### src/rtl/btn_evt_pkg.sv
// Shared types and default timing constants for the button gesture decoder.
package btn_evt_pkg;

    localparam int unsigned CNT_W_DEF      = 26;
    localparam int unsigned DCLICK_WIN_DEF = 15_000_000;
    localparam int unsigned LONG_HOLD_DEF  = 50_000_000;
    localparam int unsigned REL_FILT_DEF   = 500_000;
    localparam int unsigned REPEAT_PER_DEF = 10_000_000;

    typedef enum logic [2:0] {
        IDLE      = 3'd0,
        PRESS1    = 3'd1,
        WAIT2     = 3'd2,
        PRESS2    = 3'd3,
        HOLD_LONG = 3'd4
    } btn_state_e;

    // One bit per classified gesture; at most one is set in any cycle.
    typedef struct packed {
        logic single_click;
        logic double_click;
        logic long_press;
    } btn_evt_t;

    // True when a terminal count of 'limit' cycles fits a timer of 'width' bits.
    function automatic logic cnt_fits(input int unsigned limit, input int unsigned width);
        return (64'(limit) <= (64'(1) << width));
    endfunction

endpackage

### src/rtl/btn_release_filter.sv
// Release qualifier: flags the cycle in which held_i has been low for REL_FILT consecutive cycles.
module btn_release_filter
    import btn_evt_pkg::*;
#(
    parameter int unsigned REL_FILT = REL_FILT_DEF
) (
    input  logic clk,
    input  logic clear,
    input  logic held_i,
    output logic released_c
);

    localparam int unsigned  RW   = (REL_FILT > 2) ? $clog2(REL_FILT) : 1;
    localparam logic [RW-1:0] LAST = RW'(REL_FILT - 1);

    logic [RW-1:0] r_rel_cnt;

    // Counts prior low cycles; any high sample restarts the filter, count saturates at LAST.
    always_ff @(posedge clk) begin
        if (clear || held_i) begin
            r_rel_cnt <= '0;
        end else if (r_rel_cnt != LAST) begin
            r_rel_cnt <= r_rel_cnt + RW'(1);
        end
    end

    // The current low sample completes the run, so a shorter dropout never qualifies.
    assign released_c = !held_i && (r_rel_cnt == LAST);

endmodule

### src/rtl/btn_click_decoder.sv
// Classifies debounced button gestures into single, double and long-press pulses.
// Optional macro BTN_LONG_REPEAT_EN: long_o repeats every REPEAT_PER cycles while held.
module btn_click_decoder
    import btn_evt_pkg::*;
#(
    parameter int unsigned CNT_W      = CNT_W_DEF,
    parameter int unsigned DCLICK_WIN = DCLICK_WIN_DEF,
    parameter int unsigned LONG_HOLD  = LONG_HOLD_DEF,
    parameter int unsigned REL_FILT   = REL_FILT_DEF,
    parameter int unsigned REPEAT_PER = REPEAT_PER_DEF
) (
    input  logic CLOCK_50,
    input  logic reset,
    input  logic press_i,
    input  logic held_i,
    output logic single_o,
    output logic double_o,
    output logic long_o,
    output logic busy_o
);

    // Reject timer limits that are zero or would not fit the gesture timer.
    if (!cnt_fits(DCLICK_WIN, CNT_W) || !cnt_fits(LONG_HOLD, CNT_W) ||
        !cnt_fits(REPEAT_PER, CNT_W) || (DCLICK_WIN == 0) || (LONG_HOLD == 0) ||
        (REPEAT_PER == 0) || (REL_FILT == 0)) begin : g_param_err
        $error("btn_click_decoder: timing parameter out of range for CNT_W");
    end

    localparam logic [CNT_W-1:0] DCLICK_LAST = CNT_W'(DCLICK_WIN - 1);
    localparam logic [CNT_W-1:0] LONG_LAST   = CNT_W'(LONG_HOLD - 1);
`ifdef BTN_LONG_REPEAT_EN
    localparam logic [CNT_W-1:0] REPEAT_LAST = CNT_W'(REPEAT_PER - 1);
`endif

    btn_state_e       r_state;
    btn_state_e       w_state_nxt;
    logic [CNT_W-1:0] r_timer;
    logic [CNT_W-1:0] w_timer_nxt;
    logic             w_timer_run;
    logic             w_timer_clr;
    btn_evt_t         r_evt;
    btn_evt_t         w_evt_nxt;
    logic             r_busy;
    logic             w_released;

    btn_release_filter #(
        .REL_FILT   (REL_FILT)
    ) u_rel_filt (
        .clk        (CLOCK_50),
        .clear      (reset),
        .held_i     (held_i),
        .released_c (w_released)
    );

    // State, timer and registered event outputs.
    always_ff @(posedge CLOCK_50) begin
        if (reset) begin
            r_state <= IDLE;
            r_timer <= '0;
            r_evt   <= '0;
            r_busy  <= 1'b0;
        end else begin
            r_state <= w_state_nxt;
            r_timer <= w_timer_nxt;
            r_evt   <= w_evt_nxt;
            r_busy  <= (w_state_nxt != IDLE);
        end
    end

    // Gesture classification; release outranks the long deadline, a press outranks the window timeout.
    always_comb begin
        w_state_nxt = r_state;
        w_evt_nxt   = '0;
        w_timer_run = 1'b0;
        w_timer_clr = 1'b0;

        case (r_state)
            IDLE: begin
                if (press_i) begin
                    w_state_nxt = PRESS1;
                end
            end

            PRESS1: begin
                w_timer_run = 1'b1;
                if (w_released) begin
                    w_state_nxt = WAIT2;
                end else if (r_timer == LONG_LAST) begin
                    w_state_nxt          = HOLD_LONG;
                    w_evt_nxt.long_press = 1'b1;
                end
            end

            WAIT2: begin
                w_timer_run = 1'b1;
                if (press_i) begin
                    w_state_nxt            = PRESS2;
                    w_evt_nxt.double_click = 1'b1;
                end else if (r_timer == DCLICK_LAST) begin
                    w_state_nxt            = IDLE;
                    w_evt_nxt.single_click = 1'b1;
                end
            end

            PRESS2: begin
                if (w_released) begin
                    w_state_nxt = IDLE;
                end
            end

            HOLD_LONG: begin
`ifdef BTN_LONG_REPEAT_EN
                w_timer_run = 1'b1;
                if (w_released) begin
                    w_state_nxt = IDLE;
                end else if (r_timer == REPEAT_LAST) begin
                    w_evt_nxt.long_press = 1'b1;
                    w_timer_clr          = 1'b1;
                end
`else
                if (w_released) begin
                    w_state_nxt = IDLE;
                end
`endif
            end

            default: begin
                w_state_nxt = IDLE;
            end
        endcase

        // Every state entry restarts the timer from zero.
        if (w_state_nxt != r_state) begin
            w_timer_clr = 1'b1;
        end

        if (w_timer_clr) begin
            w_timer_nxt = '0;
        end else if (w_timer_run) begin
            w_timer_nxt = r_timer + CNT_W'(1);
        end else begin
            w_timer_nxt = r_timer;
        end
    end

    assign single_o = r_evt.single_click;
    assign double_o = r_evt.double_click;
    assign long_o   = r_evt.long_press;
    assign busy_o   = r_busy;

endmodule
### config.mk
export PLATFORM = sky130hd
export DESIGN_NAME = btn_click_decoder
export DESIGN_NICKNAME = d
export VERILOG_FILES = /design/src/rtl/btn_evt_pkg.sv /design/src/rtl/btn_release_filter.sv /design/src/rtl/btn_click_decoder.sv
export SDC_FILE = /design/constraint.sdc
export NUM_CORES = 1
export LEC_CHECK = 0
export BUFFER_PORTS_ARGS = -buffer_cell sky130_fd_sc_hd__buf_2
export CAP_MARGIN = 20
export CORE_AREA = 2 2 68 83
export CTS_CLUSTER_DIAMETER = 200
export DETAILED_ROUTE_END_ITERATION = 10
export DIE_AREA = 0 0 70 85
export SLEW_MARGIN = 20
export SYNTH_ARGS = -nofsm -noshare
export SYNTH_HDL_FRONTEND = slang
export SYNTH_HIERARCHICAL = 1
export SYNTH_SLANG_ARGS = --single-unit
### constraint.sdc
create_clock -name CLOCK_50 -period 3.3 [get_ports CLOCK_50]
set_clock_uncertainty 0.1 [all_clocks]
set_input_delay 0.165 -clock CLOCK_50 [delete_from_list [all_inputs] [get_ports CLOCK_50]]
set_output_delay 0.165 -clock CLOCK_50 [all_outputs]
set_load 0.01 [all_outputs]
Yosys cells after proc, flatten, opt, wreduce, memory -nomap -nowiden
Index checks and enable logic that the tools add are counted.

storage, ports and cells
  register bits = 52
  latch bits = 0
  bits in writable memories = 0
  ROM bits = 0
  bits of input ports = 4
  logic and storage cells = 43
  memories = 0

cells by class
  add/sub/neg operators = 2
  $mul = 0
  div/mod/pow operators = 0
  magnitude comparators = 0
  eq/ne operators = 9
  shifts and indexed selects = 0
  multiplexer cells = 12
  bitwise logic cells = 2
  reduce and logical (&&, ||, !) cells = 11

operator list
  cell                   count
  $add 26x1->26 const B  1
  $eq 26x24->1 const B   1
  $eq 26x26->1 const B   1
  $add 19x1->19 const B  1
  $eq 19x19->1 const B   1
  $ne 19x19->1 const B   1
  $mux 3                 6
  $pmux 3 s4             1
  $reduce_or 2->1        4
  $eq 3x2->1 const B     2
  $reduce_or 3->1        2
  $mux 1                 5
  $eq 3x1->1 const B     1
  $eq 3x3->1 const B     1
  $logic_not 3->1        1
  $ne 3x3->1             1
  $reduce_bool 3->1      1
  $not 1->1              2
  $logic_and 1x1->1      1
  $logic_not 1->1        1
  $logic_or 1x1->1       1

Depth between registers and ports, before layout
Gate-level depths: netlist of the first run.

  word-level depth = 7
  gate-level depth with buffers = 11
  gate-level depth less buffers = 9

Cells and area by module
Netlist of the first run, hierarchy kept.

modules (own cells, without submodules)
  module              times used  cells each  area each (µm²)
  btn_click_decoder   1           172         1551.5
  btn_release_filter  1           109         937.1

Worst setup path after synthesis of the first run
Ideal clock, no wire load.

  kind = register -> register
  start point = register u_rel_filt.r_rel_cnt[0]
  end point = register r_timer[12]
  setup time = 0.064 ns
  data arrival time = 2.099 ns
  setup slack = 1.038 ns
  cell stages (with the launch flop) = 12
  path buffers = 2
  period minus slack after synthesis = 2.262 ns
  cell sequence = dfxtp_1 > ha_1 > and3_1 > clkbuf_1 > nand2_1 > nor2_1 > or2_2 > o22a_2 > nor2_1 > o221ai_2 > buf_6 > nor2_1

on the way
  word-level cells in the longest chain between the ends = 7
  elaborated cells on any way between the ends = 8

ends and longest elaborated chain
  what                           RTL line                                                                     source
  from (decl)                    btn_release_filter.sv:16                                                     logic [RW-1:0] r_rel_cnt;
  from (signal assigned)         btn_release_filter.sv:23                                                     r_rel_cnt <= r_rel_cnt + RW'(1);
  $eq 19x19->1 (*)               btn_release_filter.sv:28                                                     assign released_c = !held_i && (r_rel_cnt == LAST);
  $logic_and 1x1->1 (*)          btn_release_filter.sv:28
  named net w_released           btn_click_decoder.sv:44                                                      logic w_released;
  $mux 3 (on tied branches)      btn_click_decoder.sv:106, btn_click_decoder.sv:121, btn_click_decoder.sv:86
  $pmux 3 s4 (*)                 btn_click_decoder.sv:77                                                      case (r_state)
  $ne 3x3->1 (*)                 btn_click_decoder.sv:133                                                     if (w_state_nxt != r_state) begin
  $mux 1 (*)                     btn_click_decoder.sv:133
  $reduce_or 2->1 (no line) (*)  n/a
  to (signal assigned)           btn_click_decoder.sv:64                                                      r_timer <= w_timer_nxt;
  to (decl)                      btn_click_decoder.sv:37                                                      logic [CNT_W-1:0] r_timer;

The timed path passes the listed nets; every way through them passes the cells marked *.
A chain may end at the register's enable or synchronous reset.

Worst setup path after layout of the first run
  start point = register u_rel_filt.r_rel_cnt[8]
  end point = register r_timer[15]

Same word-level chain as after synthesis.

==> results of run 1 <==
## layer usage
| metal | part of all wire [%] | vias up | wire, um |
|---|---|---|---|
| li1 | - | 1023 | - |
| met1 | 46 | 941 | 2270 |
| met2 | 49 | 23 | 2432 |
| met3 | 2.8 | 10 | 138 |
| met4 | 2.2 | 0 | 111 |
| met5 | 0 | - | 0 |
## flip-flops by register name, indices dropped and copies added, names as in the netlist
register              cells
r_timer                  26
busy_o                    1
double_o                  1
single_o                  1
u_rel_filt/r_rel_cnt     19
r_state                   3
long_o                    1
## synthesized netlist by cell type (all sizes together)
library cell	instances
dfxtp	52
nor2	48
xor2	26
nand4	21
nand3	17
nand2	13
xnor2	10
and3	8
nor4	8
a21oi	7
buf	6
nor3	6
and4	5
o21ai	5
clkbuf	4
nor4b	4
or3	4
and2	3
inv	3
nand3b	3
or2	3
a31o	2
a31oi	2
ha	2
or4	2
a211oi	1
a21boi	1
a311o	1
a32o	1
and4b	1
and4bb	1
mux2	1
mux2i	1
nand2b	1
nand4b	1
nor2b	1
o211a	1
o221ai	1
o22a	1
o22ai	1
o31ai	1
or2b	1
## through the flow
stage	area, sq um	hold WS (ps)	utilization (%)
after floorplan	2489	142.1	-
after global placement	2551	335.0	49.51
after detailed placement	2566	340.2	49.81
after CTS	2688	6.369	52.16
after global routing	2688	20.73	52.16
final	2688	16.76	52.16
## power groups by stage
| stage | logic [mW] | registers [mW] | clock network [mW] |
|---|---|---|---|
| CTS | 0.0370 | 0.636 | 0.473 |
| global route | 0.0406 | 0.637 | 0.493 |
| floorplan | 0.0301 | 0.649 | 0 |
| finish | 0.0362 | 0.636 | 0.459 |
| global placement | 0.0336 | 0.651 | 0 |
| detailed placement | 0.0367 | 0.651 | 0 |
## area by class of cell
class,count,area [sq um]
repair buffers,10,65.06
flip-flops and latches,52,1041
fillers,502,2465
well taps,62,77.57
multi-input cells,216,1371
clock inverters,2,38.79
clock buffers,6,82.58
inverters,3,11.26
## cells by family after synthesis
kind of cell,count (synthesis),share of synthesized area (%)
AND/OR/NAND/NOR,151,33.59
flip-flops,52,41.83
XOR/XNOR,36,12.67
AO/OA/AOI/OAI,25,6.989
buffers and inverters,13,3.066
multiplexers,2,0.8547
adder cells (fa/ha/maj),2,1.005
## worst min path at each step
stage / cells past startpoint / to / from
finish: 2 / double_o / reset
global route: 2 / double_o / reset
detailed placement: 2 / double_o / reset
global placement: 2 / double_o / reset
CTS: 2 / double_o / reset
floorplan: 1 / double_o / reset
==> summary.md, run 1 <==
| Metric | Value |
|---|---|
| Most frequent cells in the layout | dfxtp_1 (52), nor2_1 (47), xor2_1 (26) |
| Placement Setup Slack | roughly 610 ps |
| DR pass1 iterations | 4 |
| Clock Tree Root | clkbuf_8 |
| Crit path top cell by count | nor2_1 |
| # clock sinks | 52 |
| Antenna Diode Count | 0 |
| Area Overhead vs Synth | 7.994% |
| Netlist Area Pre-Place | 2489 sq um |
| Critical Path RT | 3390 ps |
| Row count | 29 |
| Clock tree buffer depth | 2 |
| Final hold vios | 0 |
| Synth warn | 6 |
| Crit share post-route | between 80% and 90% |
| Yosys reg bits | between 50 and 60 |
| Synthesized Nets | 287 |
| Startpoint types | register |
| Crit-path slowest cell | dfxtp_1 |
| Synth area leader | dfxtp_1 |
| CTS buffer count | 5 |
| Hold Crit Class | input pin to register |
| Final Max Slew Viols | 0 |
| Die area | 5950 sq um |
| Share of cells above drive strength 1 | a little under an eighth |
| Hold Buf Count CTS | 0 |
| Dpl hpwl | 3504 um |
| Initial Util | between 40% and 50% |
| Unrepaired setup endpoints after global routing | false |
| End of the critical path | r_timer[15] |
| Vias in the first global route | 1899 |
| Nets | roughly 290 |
| Worst path depth | 10 |
| All-Layer GR Usage | 17.43% |
| Met2 usage | 29.35% |
| Initial antenna violation count | 0 |
| Sw Ratio | 21.02% |
| WS Path Type | register to register |
| GR peak layer | met2 |
| Io pins | 8 |
| Yosys cell types | 49 |
| DR vias | 1997 |
| Placed cell count | 343 |
| GRT overflow | 0 |
| Top-area cell type share of the netlist area | between 40% and 50% |
| GR Util met3 | 3.207% |
| Cells on worst reg2reg path | 10 |
| Post-CTS Resized | 0 |
| R2r endpoint | r_timer[15] |
| Vias per cell | 5.689 |
| Post-route minimum period | 2788 ps |
| Final setup fails | 0 |
| Crit. End Element | register |
| Drt initial violations | around 120 |
| Clock power frac | 40.6% |
| PD cells | ~420 nW/um^2 |
| Clock latency on the worst-skew pair | roughly 300 ps |
| Routed len/inst | approximately 14 um |
| First-pass GRT wire length | 8487 um |
| Clk slew on worst S/H paths | 100 ps |
| Top delay family on crit path | simple AND/OR/NAND/NOR gates |
| Internal | 0.8934 mW |
| Status | completed |
| Worst Max-Slew Pin Slew | 659.3 ps |
| Largest cells by area after synthesis | dfxtp_1 (42%), xor2_1 (9.2%), nor2_1 (7.1%) |
| Met1 GRT Util | 21.14% |
| Total power draw | between 1 and 1.5 mW |
| Worst path buffer plus inverter count | 1 |
| Critical path arrival | 2880 ps |
| Mapped Cells | 281 |
| Register area share after synthesis | 41.83% |
| Peak supply drop | around 190 uV |
| Routability cong. | ~0.81 |
| H-tree levels | 2 |
| Post-DRT Antenna Nets | 0 |
| Sequential Power Share | 56.2% |
| Crit Path Max Fanout | 15 |
| Comb pwr share | 3.2% |
| Slew margin rel. | 55.71% |
| Core area | 5152 sq um |
| Final WL | 4953 um |
| CTS tree | yes |
| P_leak | about 0.93 nW |
| Die height | 85 um |
| Final setup TNS | 0 ps |
| Commonest non-fill, non-tap cell in the layout | dfxtp_1 |
| Worst path max stage delay | 490 ps |
| Max-cap violations | 0 |
| Syn avg cell area | just under 9 sq um |
| Worst reg2reg setup slack | 510 ps |
| Setup crit start | u_rel_filt/r_rel_cnt[8] |
| Post-Layout Cell Count | ~350 |
| DRC | 0 |
| Critical-path cell list | nor4b_1 -> and4_1 -> nand2_1 -> nor2_1 -> mux2_2 -> o22a_2 -> nor2_1 -> o221ai_2 -> buf_8 -> nor2_1 |
| Port bufs | 7 |
| Post-CTS setup buffers | 0 |
| Die X | 70 um |
| NetSw | 0.2377 mW |
| Launch point of the worst reg-to-reg path | u_rel_filt/r_rel_cnt[8] |
| Final Worst Setup Slack | 512.1 ps |
| Fmax | 0.3587 GHz |
| Pin count of the biggest net entering global routing | 20 |
No activity file was read; power rests on OpenSTA's default activity.
==> inputs of run 2 (changes only) <==
==> constraint.sdc (replaced) <==
create_clock -name CLOCK_50 -period 2.91 [get_ports CLOCK_50]
set_clock_uncertainty 0.1 [all_clocks]
set_input_delay 0.1455 -clock CLOCK_50 [delete_from_list [all_inputs] [get_ports CLOCK_50]]
set_output_delay 0.1455 -clock CLOCK_50 [all_outputs]
set_load 0.01 [all_outputs]
==> run 2 against run 1 <==
  * Routed wire length shrank 3.0%
  * Final area shrank 0.65%
  * Die area is the same
  * Combinational power grew 18%
  * Sequential cell count is the same
  * First-iteration DRC count shrank 6.8%
  * Critical path type unchanged
==> summary.md, run 2 (synthesized netlist as in run 1, its figures left out) <==
| Metric | Value |
|---|---|
| Critical Path RT | 3010 ps (-380 ps) |
| Post-DRT Antenna Nets | 0 (unchanged) |
| Peak supply drop | 246.7 uV (+31%) |
| Clock latency on the worst-skew pair | 310 ps (about the same) |
| CTS tree | yes |
| Post-route minimum period | 2582 ps (-206.3 ps) |
| Slew margin rel. | 58.81% (+3.1 points) |
| Routability cong. | 0.8319 (+2.5%) |
| Die area | 5950 sq um (unchanged) |
| Clk slew on worst S/H paths | 100 ps (about the same) |
| Clock tree buffer depth | 2 (unchanged) |
| Port bufs | 7 (unchanged) |
| Share of cells above drive strength 1 | 11.38% (-0.39 points) |
| CTS buffer count | 5 (unchanged) |
| Commonest non-fill, non-tap cell in the layout | dfxtp_1 |
| # clock sinks | 52 (unchanged) |
| Final instance area | 2670 sq um (-0.65%) |
| Io pins | 8 (unchanged) |
| Dpl cell area | 2571 sq um (+0.20%) |
| Crit-path slowest cell | dfxtp_1 |
| Hold Crit Class | input pin to register |
| Die X | 70 um (unchanged) |
| Critical path arrival | 2680 ps (-200 ps) |
| Final setup TNS | 0 ps (unchanged) |
| Final hold vios | 0 (unchanged) |
| Util after Layout | 51.82% (-0.34 points) |
| GRT overflow | 0 (unchanged) |
| Status | completed |
| Post-CTS Resized | 0 (unchanged) |
| Crit path top cell by count | or3_1 |
| Multi-input gate area | 1371 sq um (unchanged) |
| Routed len/inst | 13.64 um (-3.3%) |
| All-Layer GR Usage | 17.10% (-0.33 points) |
| Placed cell count | 343 (unchanged) |
| Most frequent cells in the layout | dfxtp_1 (52), nor2_1 (47), xor2_1 (26) |
| Crit share post-route | 88.71% (+4.2 points) |
| Crit. End Element | register |
| H-tree levels | 2 (unchanged) |
| Fmax | 0.3874 GHz (+8.0%) |
| Total power draw | 1.177 mW (+4.1%) |
| Number of flip-flops in the largest register | 26 (unchanged) |
| Vias in the first global route | 1844 (-2.9%) |
| Die height | 85 um (unchanged) |
| Worst path max stage delay | 500 ps (about the same) |
| WS Path Type | register to register |
| Row count | 29 (unchanged) |
| Area Overhead vs Synth | 7.290% |
| First-pass GRT wire length | 8293 um (-2.3%) |
| DR vias | 1974 (-1.2%) |
| Worst Max-Slew Pin Slew | 613.2 ps (-46.10 ps) |
| Unrepaired setup endpoints after global routing | false |
| DRC | 0 (unchanged) |
| Hold Buf Count CTS | 1 (+1) |
| Core area | 5152 sq um (unchanged) |
| P_leak | 0.9125 nW (-1.5%) |
| Startpoint types | register |
| Crit Path Max Fanout | 9 (-6) |
| Initial Util | 48.30% (unchanged) |
| Top flop regs | r_timer: 26 flops, u_rel_filt/r_rel_cnt: 19 flops, r_state: 3 flops |
| Critical-path cell list | nor4b_1 -> and4_1 -> nand2_1 -> nor2_1 -> or3_1 -> or2_2 -> o22ai_1 -> or3_1 |
| Final WL | 4802 um (-3.0%) |
| DR pass1 iterations | 4 (unchanged) |
| Initial antenna violation count | 0 (unchanged) |
| Register area | 1041 sq um (unchanged) |
| Clock Tree Root | clkbuf_8 |
| Pin count of the biggest net entering global routing | 27 (+35%) |
| Top reg by flops | r_timer |
| Final-layout fill cell count | 494 (-1.6%) |
| Post-CTS setup buffers | 0 (unchanged) |
| Max-cap violations | 0 (unchanged) |
| Drt initial violations | 109 (-6.8%) |
| Dpl hpwl | 3351 um (-4.4%) |
| Antenna Diode Count | 0 (unchanged) |
| Nets | 295 (+0.34%) |
| Final setup fails | 0 (unchanged) |
| PD cells | 440.9 nW/um^2 (+4.8%) |
| Final Max Slew Viols | 0 (unchanged) |
| Post-Layout Cell Count | 352 (+0.28%) |
| Vias per cell | 5.608 (-1.4%) |
-- run 2: layout make-up --
cell class	instances	area share, %
inverter	3	0.4217
clock inverter	2	0.6092
tap	62	2.905
timing repair buffer	11	2.999
multi-input combinational	216	51.36
clock buffer	6	2.718
sequential	52	38.99
-- run 2: per-layer routing --
| layer | vias to the layer above | part of all wire [%] | routed length [um] | track usage (%) |
|---|---|---|---|---|
| li1 | 1026 | - | - | - |
| met1 | 927 | 49 | 2336 | 21.88 |
| met2 | 17 | 48 | 2303 | 28.48 |
| met3 | 4 | 2.2 | 107 | 3.682 |
| met4 | 0 | 1.1 | 55 | 6.119 |
| met5 | - | 0 | 0 | 0 |
-- run 2: power by group --
group,total [mW],switching [mW],internal (mW)
Sequential,0.721,0.00564,0.716
Clock,0.413,0.241,0.172
Combinational,0.0427,0.0249,0.0178
-- run 2: per-stage QoR --
stage	hold slack, ps	setup WS, ps
after global routing	18.18	156.6
final	18.90	328.5
after detailed placement	313.4	393.9
after floorplan	122.6	647.5
after CTS	8.563	353.5
after global placement	322.0	390.8
-- run 2: critical path, delay by kind of cell (launching register included) --
family,cells,cell delay [ps]
flops,1,500
compound gates,1,80
simple gates,7,1800
-- run 2: path summary, 6_finish.rpt --
kind / cells after the start / slack, ps / endpoint / from
max: 8 / 330 / busy_o / u_rel_filt/r_rel_cnt[8]
min: 3 / 20 / double_o / press_i
max reg2reg: 8 / 330 / busy_o / u_rel_filt/r_rel_cnt[8]
min reg2reg: 2 / 390 / u_rel_filt/r_rel_cnt[17] / u_rel_filt/r_rel_cnt[17]
==> inputs of run 3 (changes only) <==
--- a/config.mk
+++ b/config.mk
@@ -5,12 +5,13 @@
 export SDC_FILE = /design/constraint.sdc
 export NUM_CORES = 1
 export LEC_CHECK = 0
+export ABC_AREA = 1
 export BUFFER_PORTS_ARGS = -buffer_cell sky130_fd_sc_hd__buf_2
 export CAP_MARGIN = 20
-export CORE_AREA = 2 2 68 83
+export CORE_AREA = 2 2 91 111
 export CTS_CLUSTER_DIAMETER = 200
 export DETAILED_ROUTE_END_ITERATION = 10
-export DIE_AREA = 0 0 70 85
+export DIE_AREA = 0 0 93 113
 export SLEW_MARGIN = 20
 export SYNTH_ARGS = -nofsm -noshare
 export SYNTH_HDL_FRONTEND = slang
==> run 3 against run 2 <==
  * Worst setup slack gained 91 ps
  * Die area increased by 77%
  * Synthesized area rose by 30%
  * Final cell count increased by 77%
  * Sequential cell count unchanged
  * Sequential power about the same
  * Non-clock buffer count fell by 1
==> summary.md, run 3 <==
| Metric | Value |
|---|---|
| DR vias | 2886 (+46%) |
| Synth Area in Adders | 0.7761% (-0.23 points) |
| Mapped Cells | 486 (+73%) |
| Vias per cell | 4.640 (-17%) |
| First-pass GRT wire length | 12450 um (+50%) |
| Most common cell in the synthesized netlist | nand2_1 |
| Yosys reg bits | 52 (unchanged) |
| Synth Area in Compound Gates | 5.006% (-2.0 points) |
| Mux contribution to synthesized area | 0.3104% (-0.54 points) |
| Clock Tree Root | clkbuf_16 |
| Core area | 9369 sq um (+82%) |
| Largest cells by area after synthesis | dfxtp_1 (32%), nand2_1 (12%), nor2_1 (10%) |
| Crit Path Max Fanout | 26 (+17) |
| Initial antenna violation count | 0 (unchanged) |
| Syn avg cell area | 6.634 sq um (-25%) |
| Fmax | 0.4015 GHz (+3.6%) |
| Row count | 39 (+34%) |
| Final setup fails | 0 (unchanged) |
| Final Worst Setup Slack | 419.3 ps (+90.84 ps) |
| R2r endpoint | r_timer[24] |
| Yosys cell types | 34 (-31%) |
| Post-DRT Antenna Nets | 0 (unchanged) |
| Post-route minimum period | 2491 ps (-90.84 ps) |
| Combinational family with the most area after synthesis | simple AND/OR/NAND/NOR gates |
| Dominant synthesized flop cell | dfxtp_1 |
| Io pins | 8 (unchanged) |
| DR pass1 iterations | 4 (unchanged) |
| Final Max Slew Viols | 0 (unchanged) |
| Share of cells above drive strength 1 | 15.43% (+4.1 points) |
| Commonest non-fill, non-tap cell in the layout | nand2_1 |
| Launch point of the worst reg-to-reg path | u_rel_filt/r_rel_cnt[0] |
| Drt initial violations | 142 (+30%) |
| Final setup TNS | 0 ps (unchanged) |
| End of the critical path | r_timer[24] |
| Worst Max-Slew Pin Slew | 424.3 ps (-188.9 ps) |
| Startpoint types | register |
| Top flop regs | r_timer: 26 flops, u_rel_filt/r_rel_cnt: 19 flops, r_state: 3 flops |
| P_leak | 1.314 nW (+44%) |
| # clock sinks | 52 (unchanged) |
| Pin count of the biggest net entering global routing | 27 (unchanged) |
| Critical path arrival | 2620 ps (-60 ps) |
| Number of flip-flops in the largest register | 26 (unchanged) |
| Post-synthesis simple-gate area fraction | 45.75% (+12 points) |
| Synth area leader | dfxtp_1 |
| Crit. End Element | register |
| Dpl hpwl | 5437 um (+62%) |
| Slew margin rel. | 71.71% (+13 points) |
| Post-synthesis xor/xnor area fraction | 5.976% (-6.7 points) |
| Post-synthesis async set-or-reset flop share | 0% (unchanged) |
| Initial Util | 34.42% (-14 points) |
| CTS buffer count | 5 (unchanged) |
| Clk slew on worst S/H paths | 70 ps (-30 ps) |
| Unrepaired setup endpoints after global routing | false |
| Synthesized Nets | 492 (+71%) |
| CTS tree | yes |
| Routability cong. | 0.8726 (+4.9%) |
| Clock tree buffer depth | 2 (unchanged) |
| Die X | 93 um (+33%) |
| Post-synth EDFFs | 0 (unchanged) |
| Routed len/inst | 11.42 um (-16%) |
| Netlist Area Pre-Place | 3224 sq um (+30%) |
| Final-layout fill cell count | 1011 (+100%) |
| Peak supply drop | 199.7 uV (-19%) |
| DRC | 0 (unchanged) |
| Worst reg2reg setup slack | 420 ps (+90 ps) |
| Nets | 504 (+71%) |
| Synth warn | 6 (unchanged) |
| GRT overflow | 0 (unchanged) |
| Die area | 10510 sq um (+77%) |
| Most frequent cells in the layout | nand2_1 (103), nor2_1 (87), inv_1 (66) |
| Port bufs | 7 (unchanged) |
| Register area share after synthesis | 32.29% (-9.5 points) |
| Vias in the first global route | 2742 (+49%) |
| Crit share post-route | 85.59% (-3.1 points) |
| Die height | 113 um (+33%) |
| Cells on worst reg2reg path | 14 (+6) |
| WS Path Type | register to register |
| Max-cap violations | 0 (unchanged) |
| Critical Path RT | 3040 ps (+30 ps) |
| Status | completed |
| Final WL | 7104 um (+48%) |
| Antenna Diode Count | 0 (unchanged) |
| Top-area cell type share of the netlist area | 32.29% (-9.5 points) |
| Hold Crit Class | input pin to register |
| Synth cell count leaders | nand2_1 (103), nor2_1 (87), inv_1 (66) |
| Placement Setup Slack | 327.7 ps (-66.18 ps) |
| Area Overhead vs Synth | 11.02% |
| Final hold vios | 0 (unchanged) |
| Top reg by flops | r_timer |
| Clock latency on the worst-skew pair | 300 ps (about the same) |
| Hold slack | 45.76 ps (+26.86 ps) |
| H-tree levels | 2 (unchanged) |
| All-Layer GR Usage | 14.78% (-2.3 points) |
| Setup crit start | u_rel_filt/r_rel_cnt[0] |
| PD cells | 418.7 nW/um^2 (-5.0%) |
-- run 3: changes by cell type after synthesis, sizes merged, moves of 7 or more --
cell   delta
nor2     +72
inv      +66
xor2     -11
nand3    +26
nor4      -8
a21oi    +12
nand2   +101
and3      -7
nand4    -10
-- run 3: timing repair --
action,in CTS,in global routing
hold endpoints to repair,1,0
setup buffers,0,0
setup endpoints to repair,0,6
gates resized for setup,0,1
hold buffers,1,0
-- run 3: logic make-up (layout without fill, tap and decap cells) --
family	after synthesis	after routing
and+or+nand+nor	301	301
buffers and inverters	77	90
DFF	52	52
AOI/OAI and AO/OA	31	31
xor gates and xnor gates	22	22
adders and majority gates	2	2
muxes	1	1
-- run 3: worst max-delay path: stages, from the launching register on --
cell and delay, ps:
dfxtp_1 380, ha_1 220, nand2_1 80, nor2_2 140, nand3_1 130, nor3_2 250, inv_1 130, and3_1 200
nand3_1 100, nand2_1 60, nor2_1 80, nand2_1 70, inv_2 70, nand2_4 220, nor2_1 190
-- run 3: how the worst min path moves through the flow --
stage          startpoint  endpoint  cells past startpoint
2_1_floorplan       reset    long_o                      1
3_3_place_gp        reset    long_o                      2
3_5_place_dp        reset    long_o                      2
4_1_cts           press_i  double_o                      3
5_1_grt           press_i  double_o                      3
6_report          press_i  double_o                      3
-- run 3: cell type report --
class | count | area (sq um) | share of cell area (%)
clock inverter | 1 | 30.03 | 0.8389
inverter | 72 | 272.8 | 7.620
sequential | 52 | 1041 | 29.08
clock buffer | 7 | 152.6 | 4.264
multi-input combinational | 357 | 1869 | 52.22
tap | 123 | 153.9 | 4.299
timing repair buffer | 10 | 60.06 | 1.678
-- run 3: per-stage QoR --
stage / util (%) / cells / instance area, sq um / power [mW]
CTS: 38.15 / 622 / 3575 / 1.522
global route: 38.21 / 622 / 3580 / 1.561
finish: 38.21 / 622 / 3580 / 1.499
detailed placement: 36.10 / 613 / 3382 / 0.7968
global placement: 36.10 / 613 / 3382 / 0.7959
floorplan: - / 486 / 3224 / 0.7879
-- run 3: layer usage --
| metal | up-vias | track usage, % | share of wire, % |
|---|---|---|---|
| met2 | 48 | 24.64 | 48 |
| met3 | 11 | 3.395 | 3.6 |
| met1 | 1299 | 17.98 | 46 |
| met5 | - | 0 | 0 |
| li1 | 1528 | - | - |
| met4 | 0 | 6.863 | 2.3 |
-- run 3: power by group --
| part | switching (mW) | internal, mW | total (mW) |
|---|---|---|---|
| combinational | 0.0446 | 0.0169 | 0.0615 |
| sequential | 0.00363 | 0.716 | 0.719 |
| clock | 0.265 | 0.453 | 0.718 |
